--- config.mk ---
export PLATFORM = sky130hd
export DESIGN_NAME = vt52_escape_parser
export DESIGN_NICKNAME = d
export VERILOG_FILES = /design/src/rtl/vt52_pkg.sv /design/src/rtl/vt52_byte_classify.sv /design/src/rtl/vt52_escape_parser.sv
export SDC_FILE = /design/constraint.sdc
export NUM_CORES = 1
export LEC_CHECK = 0
export BUFFER_PORTS_ARGS = -buffer_cell sky130_fd_sc_hd__buf_2
export CORE_AREA = 3 3 64 78
export DETAILED_ROUTE_END_ITERATION = 8
export DIE_AREA = 0 0 67 81
export PLACE_DENSITY = 0.62
export SYNTH_ARGS = -nofsm -noshare
export SYNTH_HDL_FRONTEND = slang
export SYNTH_SLANG_ARGS = --single-unit
--- constraint.sdc ---
create_clock -name clk -period 2.9 [get_ports clk]
set_input_delay 0.725 -clock clk [delete_from_list [all_inputs] [get_ports clk]]
set_output_delay 0.725 -clock clk [all_outputs]
set_load 0.01 [all_outputs]
--- src/rtl/vt52_pkg.sv ---
// -----------------------------------------------------------------------------
// vt52_pkg
// Shared definitions for the VT52 escape-sequence parser:
//   cmd_op_t        - command opcode driven on cmd_op (4 bits, OP_NOP = 0)
//   parser_state_t  - parser FSM state (GROUND, ESC, Y_ROW, Y_COL)
//   ESC_CHAR        - escape byte 0x1B
//   ADDR_OFFSET     - bias added to row/column bytes of ESC Y (0x20)
//   addr_clamp()    - removes the address bias and saturates at a limit
// -----------------------------------------------------------------------------
package vt52_pkg;

    typedef enum logic [3:0] {
        OP_NOP       = 4'd0,
        OP_CHAR      = 4'd1,
        OP_CR        = 4'd2,
        OP_LF        = 4'd3,
        OP_BS        = 4'd4,
        OP_TAB       = 4'd5,
        OP_UP        = 4'd6,
        OP_DOWN      = 4'd7,
        OP_RIGHT     = 4'd8,
        OP_LEFT      = 4'd9,
        OP_HOME      = 4'd10,
        OP_ERASE_EOS = 4'd11,
        OP_ERASE_EOL = 4'd12,
        OP_RLF       = 4'd13,
        OP_GOTO      = 4'd14,
        OP_IDENT     = 4'd15
    } cmd_op_t;

    typedef enum logic [1:0] {
        ST_GROUND = 2'd0,
        ST_ESC    = 2'd1,
        ST_Y_ROW  = 2'd2,
        ST_Y_COL  = 2'd3
    } parser_state_t;

    localparam logic [7:0] ESC_CHAR    = 8'h1B;
    localparam logic [7:0] ADDR_OFFSET = 8'h20;

    // The whole subtract/compare is done on 8 bits; callers truncate the
    // result to the narrow field only after it has been saturated, so an
    // out-of-range byte can never wrap into a small coordinate.
    function automatic logic [7:0] addr_clamp(input logic [7:0] b,
                                              input logic [7:0] lim);
        logic [7:0] d;
        d = b - ADDR_OFFSET;
        return (d > lim) ? lim : d;
    endfunction

endpackage

--- src/rtl/vt52_byte_classify.sv ---
// -----------------------------------------------------------------------------
// vt52_byte_classify
// Purely combinational decode of one input byte in the current parser state.
// Optional feature: define VT52_IDENT_EN to decode ESC 'Z' as OP_IDENT;
// without it ESC 'Z' is treated like any unknown final byte.
// Ports:
//   state_i      - current parser state
//   byte_i       - byte being offered
//   next_state_o - state to enter if the byte is accepted
//   op_o         - command completed by this byte (OP_NOP = none)
//   row_latch_o  - byte is the row coordinate of ESC Y and must be stored
// -----------------------------------------------------------------------------
module vt52_byte_classify
    import vt52_pkg::*;
(
    input  parser_state_t state_i,
    input  logic [7:0]    byte_i,
    output parser_state_t next_state_o,
    output cmd_op_t       op_o,
    output logic          row_latch_o
);

    always_comb begin
        next_state_o = state_i;
        op_o         = OP_NOP;
        row_latch_o  = 1'b0;

        case (state_i)
            ST_GROUND: begin
                if (byte_i >= 8'h20 && byte_i <= 8'h7E) begin
                    op_o = OP_CHAR;
                end else begin
                    case (byte_i)
                        8'h0D:    op_o = OP_CR;
                        8'h0A:    op_o = OP_LF;
                        8'h08:    op_o = OP_BS;
                        8'h09:    op_o = OP_TAB;
                        ESC_CHAR: next_state_o = ST_ESC;
                        default:  ; // DEL, C0 leftovers and 8-bit bytes vanish
                    endcase
                end
            end

            ST_ESC: begin
                // Every final returns to GROUND except ESC Y and a repeated ESC.
                next_state_o = ST_GROUND;
                case (byte_i)
                    8'h41:    op_o = OP_UP;         // 'A'
                    8'h42:    op_o = OP_DOWN;       // 'B'
                    8'h43:    op_o = OP_RIGHT;      // 'C'
                    8'h44:    op_o = OP_LEFT;       // 'D'
                    8'h48:    op_o = OP_HOME;       // 'H'
                    8'h4A:    op_o = OP_ERASE_EOS;  // 'J'
                    8'h4B:    op_o = OP_ERASE_EOL;  // 'K'
                    8'h49:    op_o = OP_RLF;        // 'I'
                    8'h59:    next_state_o = ST_Y_ROW;  // 'Y'
                    ESC_CHAR: next_state_o = ST_ESC;    // ESC ESC restarts
`ifdef VT52_IDENT_EN
                    8'h5A:    op_o = OP_IDENT;      // 'Z'
`endif
                    default:  ;
                endcase
            end

            ST_Y_ROW: begin
                // A control byte inside ESC Y aborts the whole sequence.
                if (byte_i >= ADDR_OFFSET) begin
                    next_state_o = ST_Y_COL;
                    row_latch_o  = 1'b1;
                end else begin
                    next_state_o = ST_GROUND;
                end
            end

            ST_Y_COL: begin
                next_state_o = ST_GROUND;
                if (byte_i >= ADDR_OFFSET) begin
                    op_o = OP_GOTO;
                end
            end

            default: next_state_o = ST_GROUND;
        endcase
    end

endmodule

--- src/rtl/vt52_escape_parser.sv ---
// -----------------------------------------------------------------------------
// vt52_escape_parser
// Turns a VT52 byte stream into screen commands, one command buffered at a
// time. Optional feature: define VT52_IDENT_EN to decode ESC 'Z' (OP_IDENT).
//
// Handshake: an input byte transfers on a rising edge where in_valid and
// in_ready are both high; a command transfers on a rising edge where cmd_valid
// and cmd_ready are both high. in_ready is simply !cmd_valid, so a held
// command stalls the input, and cmd_* stay stable while cmd_valid is high.
//
// Parameters: ROWS (<= 32) and COLS (<= 128) set the GOTO clamp limits.
// Ports:
//   clk, reset            - clock, asynchronous active-high reset
//   in_data/in_valid/in_ready
//                         - byte stream input
//   cmd_op/cmd_char/cmd_row/cmd_col/cmd_valid/cmd_ready
//                         - command output; unused fields read as zero
//   dbg_state             - current parser state (parser_state_t encoding)
// -----------------------------------------------------------------------------
module vt52_escape_parser
    import vt52_pkg::*;
#(
    parameter int ROWS = 24,
    parameter int COLS = 80
) (
    input  logic       clk,
    input  logic       reset,
    input  logic [7:0] in_data,
    input  logic       in_valid,
    output logic       in_ready,
    output logic [3:0] cmd_op,
    output logic [7:0] cmd_char,
    output logic [4:0] cmd_row,
    output logic [6:0] cmd_col,
    output logic       cmd_valid,
    input  logic       cmd_ready,
    output logic [1:0] dbg_state
);

    localparam logic [7:0] ROW_MAX = 8'(ROWS - 1);
    localparam logic [7:0] COL_MAX = 8'(COLS - 1);

    parser_state_t state_q, state_d;
    logic [4:0]    row_q, row_d;          // row captured between ESC Y r and c
    logic          cmd_valid_q, cmd_valid_d;
    cmd_op_t       cmd_op_q, cmd_op_d;
    logic [7:0]    cmd_char_q, cmd_char_d;
    logic [4:0]    cmd_row_q, cmd_row_d;
    logic [6:0]    cmd_col_q, cmd_col_d;

    parser_state_t cls_next_state;
    cmd_op_t       cls_op;
    logic          cls_row_latch;
    logic          accept;

    vt52_byte_classify u_classify (
        .state_i      (state_q),
        .byte_i       (in_data),
        .next_state_o (cls_next_state),
        .op_o         (cls_op),
        .row_latch_o  (cls_row_latch)
    );

    assign accept = in_valid && !cmd_valid_q;

    always_comb begin
        state_d     = state_q;
        row_d       = row_q;
        cmd_valid_d = cmd_valid_q;
        cmd_op_d    = cmd_op_q;
        cmd_char_d  = cmd_char_q;
        cmd_row_d   = cmd_row_q;
        cmd_col_d   = cmd_col_q;

        if (accept) begin
            // accept implies no command is pending, so loading a new command
            // never collides with the output handshake below.
            state_d = cls_next_state;
            if (cls_row_latch) begin
                row_d = 5'(addr_clamp(in_data, ROW_MAX));
            end
            if (cls_op != OP_NOP) begin
                cmd_valid_d = 1'b1;
                cmd_op_d    = cls_op;
                cmd_char_d  = (cls_op == OP_CHAR) ? in_data : 8'h00;
                cmd_row_d   = (cls_op == OP_GOTO) ? row_q : 5'd0;
                cmd_col_d   = (cls_op == OP_GOTO) ? 7'(addr_clamp(in_data, COL_MAX)) : 7'd0;
            end
        end else if (cmd_valid_q && cmd_ready) begin
            // Fields are left as they were; only cmd_valid marks them stale.
            cmd_valid_d = 1'b0;
        end
    end

    always_ff @(posedge clk or posedge reset) begin
        if (reset) begin
            state_q     <= ST_GROUND;
            row_q       <= 5'd0;
            cmd_valid_q <= 1'b0;
            cmd_op_q    <= OP_NOP;
            cmd_char_q  <= 8'h00;
            cmd_row_q   <= 5'd0;
            cmd_col_q   <= 7'd0;
        end else begin
            state_q     <= state_d;
            row_q       <= row_d;
            cmd_valid_q <= cmd_valid_d;
            cmd_op_q    <= cmd_op_d;
            cmd_char_q  <= cmd_char_d;
            cmd_row_q   <= cmd_row_d;
            cmd_col_q   <= cmd_col_d;
        end
    end

    assign in_ready  = !cmd_valid_q;
    assign cmd_valid = cmd_valid_q;
    assign cmd_op    = cmd_op_q;
    assign cmd_char  = cmd_char_q;
    assign cmd_row   = cmd_row_q;
    assign cmd_col   = cmd_col_q;
    assign dbg_state = state_q;

endmodule
# [Word-level counts from Yosys, hierarchy flattened]
# Cells that the tools add are included.
# W data, S select, Z words.
[word_totals] regBits=32 output_inout_bits=28
[classes] addsub=1 magnitude_cmp=4 n_eq_ne=22 n_mux=20 n_reduce_logical=11
[op_table] cell="$eq A8 B7 Y1 const B" count=9
[op_table] cell="$eq A8 B4 Y1 const B" count=4
[op_table] cell="$pmux W4 S8" count=1
[op_table] cell="$mux W7" count=2
[op_table] cell="$pmux W3 S4" count=1
[op_table] cell="$pmux W4 S3" count=1
[op_table] cell="$mux W5" count=2
[op_table] cell="$eq A8 B5 Y1 const B" count=1
[op_table] cell="$ge A8 B6 Y1 const B" count=1
[op_table] cell="$gt A8 B5 Y1 const B" count=1
[op_table] cell="$gt A8 B7 Y1 const B" count=1
[op_table] cell="$le A8 B7 Y1 const B" count=1
[op_table] cell="$mux W4" count=2
[op_table] cell="$mux W8" count=1
[op_table] cell="$pmux W2 S4" count=1
[op_table] cell="$sub A8 B6 Y8 const B" count=1
[op_table] cell="$mux W2" count=3
[op_table] cell="$reduce_and A2 Y1" count=3
[op_table] cell="$mux W1" count=5
[op_table] cell="$eq A2 B2 Y1 const B" count=2
[op_table] cell="$eq A4 B1 Y1 const B" count=1
[op_table] cell="$eq A4 B4 Y1 const B" count=1
[op_table] cell="$ne A2 B1 Y1 const B" count=2
[op_table] cell="$pmux W2 S2" count=1
[op_table] cell="other kinds (8)" count=10

# [Longest topological paths before layout]
[depth] word_depth=7 mapped_depth=10

# [Modules after synthesis]
# Synthesis repeated with hierarchy kept, for this count alone.
[unflattened] hier_cells=144 area_unflattened_um2=1615.3
[modules_own_cells] mod="vt52_escape_parser" n_inst=1 cells_each=102 area_per_inst_um2=1326.3
[modules_own_cells] mod="vt52_byte_classify" n_inst=1 cells_each=42 area_per_inst_um2=289.0

# [Worst setup path before layout]
# Ideal clock, no wire load.
[synth_timing] path_kind="input port to flip-flop" start="input in_data[4]" end="register cmd_col_q[4], in the netlist cmd_col[4]" setup_ns=0.122 t_arrival_ns=2.541 setup_slack_ns=0.237 path_stages=9 n_path_buf=3 cell_sequence="buf_2 -> or4_4 -> o41ai_2 -> a32oi_1 -> a21boi_4 -> a31o_1 -> buf_6 -> buf_6 -> a32o_1"
[synth_between] elab_chain_cells=6 word_cells_on_any_way=27
[synth_lines] element="start: declaration" line_no="vt52_escape_parser.sv:28" rtl="input logic [7:0] in_data,"
[synth_lines] element="branches (longest 6 deep; another with $sub A8 B6 Y8)"
[synth_lines] element="end signal: assignment" line_no="vt52_escape_parser.sv:111" rtl="cmd_col_q <= cmd_col_d;"
[synth_lines] element="end: declaration" line_no="vt52_escape_parser.sv:49" rtl="logic [6:0] cmd_col_q, cmd_col_d;"
# Parallel ways; which one is timed is not known.
# A chain may end at the register's enable or synchronous reset.

# [Worst setup path in the final report]
[layout_timing] start="input in_data[2]" end="register cmd_char_q[4], in the netlist cmd_char[4]"
[layout_between] elab_chain_cells=6 word_cells_on_any_way=24
[layout_lines] element="$ge A8 B6 Y1, or another cell as far along" line_no="vt52_byte_classify.sv:30, vt52_byte_classify.sv:77"
[layout_lines] element="$logic_and A1 B1 Y1 / $pmux W3 S4 (equally long branches)" line_no="vt52_byte_classify.sv:30, vt52_byte_classify.sv:33"
[layout_lines] element="$mux W4" line_no="vt52_byte_classify.sv:30" rtl="if (byte_i >= 8'h20 && byte_i <= 8'h7E) begin"
[layout_lines] element="$pmux W4 S3 *" line_no="vt52_byte_classify.sv:28" rtl="case (state_i)"
[layout_lines] element="$eq A4 B1 Y1 / $reduce_bool A4 Y1 (equally long branches)" line_no="vt52_escape_parser.sv:85, vt52_escape_parser.sv:82"
[layout_lines] element="$mux W8 / $reduce_and A2 Y1 (equally long branches)"
[layout_lines] element="end signal: assignment" line_no="vt52_escape_parser.sv:109" rtl="cmd_char_q <= cmd_char_d;"
[layout_lines] element="end: declaration" line_no="vt52_escape_parser.sv:47" rtl="logic [7:0] cmd_char_q, cmd_char_d;"
# Every way passes the cells marked *; elsewhere a longest branch is shown, timed or not.

==> results by group <==
STA
  • Worst slew margin: 55.9%
  • Final min period: 2.62 ns
  • Final hold slack: 0.479 ns
  • Hold Vio Cnt, Final: 0
  • Setup violators final: 0
  • TNS Setup: 0 ns
  • Crit share post-route: 90.4%
  • Final worst setup slack: 0.277 ns
  • Slew Viols, Final: 0
  • Fin Clk Skew: 0.00715 ns
  • Peak Freq: 381 MHz
  • Actual slew at the worst max-slew pin: 0.653 ns
  • RSZ-0062 raised after global routing: no

Route
  • Number of remaining DRC errors: 0
  • Vias/cell: 5.34
  • TritonRoute pass-1 iters: 4
  • Post-Route WL: 4330 um
  • Met2 wire length: 2120 um
  • DR WL met3: 223 um
  • Routed length on met1: 1880 um
  • Max layer used: met4
  • DRT antenna net count: 0
  • Via count: 1512
  • 1st-iter DRT viols: 80
  • WL/cell: 15.3 um

Yosys
  • Main combinational cell family by area after synthesis: compound AO/OA/AOI/OAI gates
  • Synth warn: 0
  • Sequential area share after synthesis: 46.7%
  • Mean Syn Cell Area: 9.57 um2
  • Post-Syn Area: 1710 um2
  • Post-synthesis simple-gate area fraction: 16.9%
  • Cells after Synth: 179
  • Count of different cell masters after synthesis: 40
  • Mux cell area share after synthesis: 0%
  • Most common cell in the netlist: dfrtp_1
  • Post-Syn Nets: 193
  • Synth Area in Compound Gates: 26.2%
  • Leading area contributor after synthesis: dfrtp_1
  • Synth cell count leaders: 32 x dfrtp_1, 17 x o21ai_0, 16 x nand2_1, 15 x a22o_1, 15 x inv_1
  • Share of the synthesized area in the top cell type: 46.7%
  • Xor-xnor portion of the synthesized cell area: 1.02%
  • Synthesized-area fraction occupied by adder cells: 1.46%
  • Synth async-reset ratio: 100%
  • Top cells by area, synth: dfrtp_1 47%, a22o_1 7.7%, o21ai_0 5.0%
  • Register bit count reported by yosys: 32
  • Top_reg_cell synth: dfrtp_1
  • Post-synth EDFFs: 0

Power
  • Max IR drop VDD: 244 uV
  • Psw: 354 uW
  • Sequential Power Share: 43.8%
  • Pwr dens: 581 nW/um2
  • Int Power: 874 uW
  • Pleak: 1.04 nW
  • Clock power share: 34.1%
  • Logic pwr share: 22.1%
  • Total power: 1.23 mW
  • Sw frac: 28.8%

GRT
  • Antenna violations before repair: 0
  • Number of global-route vias before repair: 1491
  • Global-route wire length before repair: 7210 um
  • Largest net degree at the start of global routing: 33
  • Gr usage total: 17.7%
  • Grt ovf: 0

Die
  • Initial Util: 39.9%
  • I/O Pins: 40
  • Die width: 67 um
  • Die area: 5430 um2
  • Core area: 4290 um2
  • Chip Height: 81 um
  • # rows: 26

Finish
  • Fill cell count: 444
  • Area growth from synthesis to layout: 23.4%
  • Layout cell share with drive strength beyond 1: 30.8%
  • N_diodes: 0
  • Final cell count without fillers: 283
  • Final layout net count: 240

Worst setup path
  • Worst path cell trace: buf_2, or4_4, o41ai_2, a32oi_1, a21boi_4, a31o_1, a22o_1
  • CP Data Arrival Time: 2.80 ns
  • Crit. End Element: flip-flop
  • Crit path largest cell delay: 0.57 ns
  • Highest-delay cell along the critical path: or4_4
  • Startpoint types: primary input
  • Largest fanout on the critical path: 17
  • Worst path required time: 3.08 ns
  • Critical path class: primary input to flip-flop

CTS
  • Clock sink total: 32
  • Skew-Pair Late Insertion Delay: 0.29 ns
  • PostCTS Resize Cnt: 0
  • CTS root buf: clkbuf_8
  • CTS clk-pin slew, worst paths: 0.06 ns
  • TritonCTS clock tree: done
  • H-tree depth: 2
  • Clk buf depth: 2
  • Total setup buffers inserted after CTS: 0
  • CTS buffer count: 5
  • Cts hold-fix bufs: 0

Placed design
  • PortBufs: 39
  • Dpl cells: 275
  • Hpwl dp: 3140 um
  • Global placement routability congestion: 0.838
  • Pre-CTS WS: -0.0113 ns

Job
  • Max Cap Viol: 0

Min path
  • Kind of path behind the tightest hold check: flip-flop to flip-flop

Status
  • Status: finished, final reports clean
## sequential cells by signal (all words and copies together), names as in the netlist
register / flops
cmd_char: 8
cmd_col: 7
cmd_op: 4
cmd_row: 5
cmd_valid: 1
dbg_state: 2
row_q: 5
## logic make-up after synthesis
family / count (synthesis)
AOI/OAI and AO/OA: 60
and+or+nand+nor: 55
DFF: 32
buffers and inverters: 28
xor gates and xnor gates: 2
adders and majority gates: 2
## final timing paths
check | startpoint | to | slack (ns) | cells after the start
worst max-delay path | in_data[2] | cmd_char[4]$_DFFE_PP0P_ | 0.28 | 7
worst max register to register | dbg_state[0]$_DFFE_PP0P_ | cmd_char[4]$_DFFE_PP0P_ | 0.47 | 6
max in group asynchronous | reset | dbg_state[0]$_DFFE_PP0P_ | 2.09 | 3
min in group asynchronous | reset | cmd_char[7]$_DFFE_PP0P_ | 0.51 | 3
worst min register to register | cmd_op[1]$_DFFE_PP0P_ | cmd_op[1]$_DFFE_PP0P_ | 0.48 | 1
worst min-delay path | cmd_op[1]$_DFFE_PP0P_ | cmd_op[1]$_DFFE_PP0P_ | 0.48 | 1
## power by group through the flow
stage	combinational (mW)	sequential, mW	clock (mW)
after floorplan	0.148	0.559	0
after CTS	0.275	0.537	0.433
after global placement	0.268	0.547	0
after detailed placement	0.274	0.543	0
after global routing	0.300	0.546	0.452
final	0.271	0.537	0.419
## worst max-delay path, delay by kind of cell
family,cells,cell delay (ns)
AND/OR/NAND/NOR,1,0.57
AO/OA/AOI/OAI,5,1.37
buffers and inverters,1,0.14
## through the flow
step | area (um2) | utilization (%)
6_report | 2110 | 49.2
5_1_grt | 2110 | 49.2
4_1_cts | 2110 | 49.2
3_5_place_dp | 2010 | 46.7
3_3_place_gp | 2010 | 46.7
2_1_floorplan | 1710 | -
## placed cells by master (no fill, tap or decap), types with 2 or more instances in the layout
cell	synthesis	final
buf_2	4	39
buf_4	0	14
a31oi_1	2	2
or3b_2	2	2
dfrtp_1	32	32
o21ai_0	17	17
a32o_1	2	2
a22o_1	15	15
o22ai_1	2	2
xnor2_1	2	2
nor2b_1	2	2
nand3_1	7	7
nor3_1	8	8
a211oi_1	4	4
a21oi_1	6	6
inv_1	15	15
ha_1	2	2
nand2_1	16	16
nor2_1	10	10
clkbuf_8	0	5
and2_1	3	3
## routing by layer
layer	vias to the layer above	track usage (%)
met5	-	0
met4	0	7.91
met3	10	3.87
met2	40	27.7
met1	720	23.1
li1	742	-
## area by class of cell
cell class	count	area [um2]	area share [%]
clock buffer	6	72.6	3.43
multi-input combinational	119	779	36.9
tap	56	70.1	3.31
inverter	15	56.3	2.66
timing repair buffer	53	300	14.2
clock inverter	2	35.0	1.66
sequential	32	801	37.9
Power figures use the tool's default switching activity.
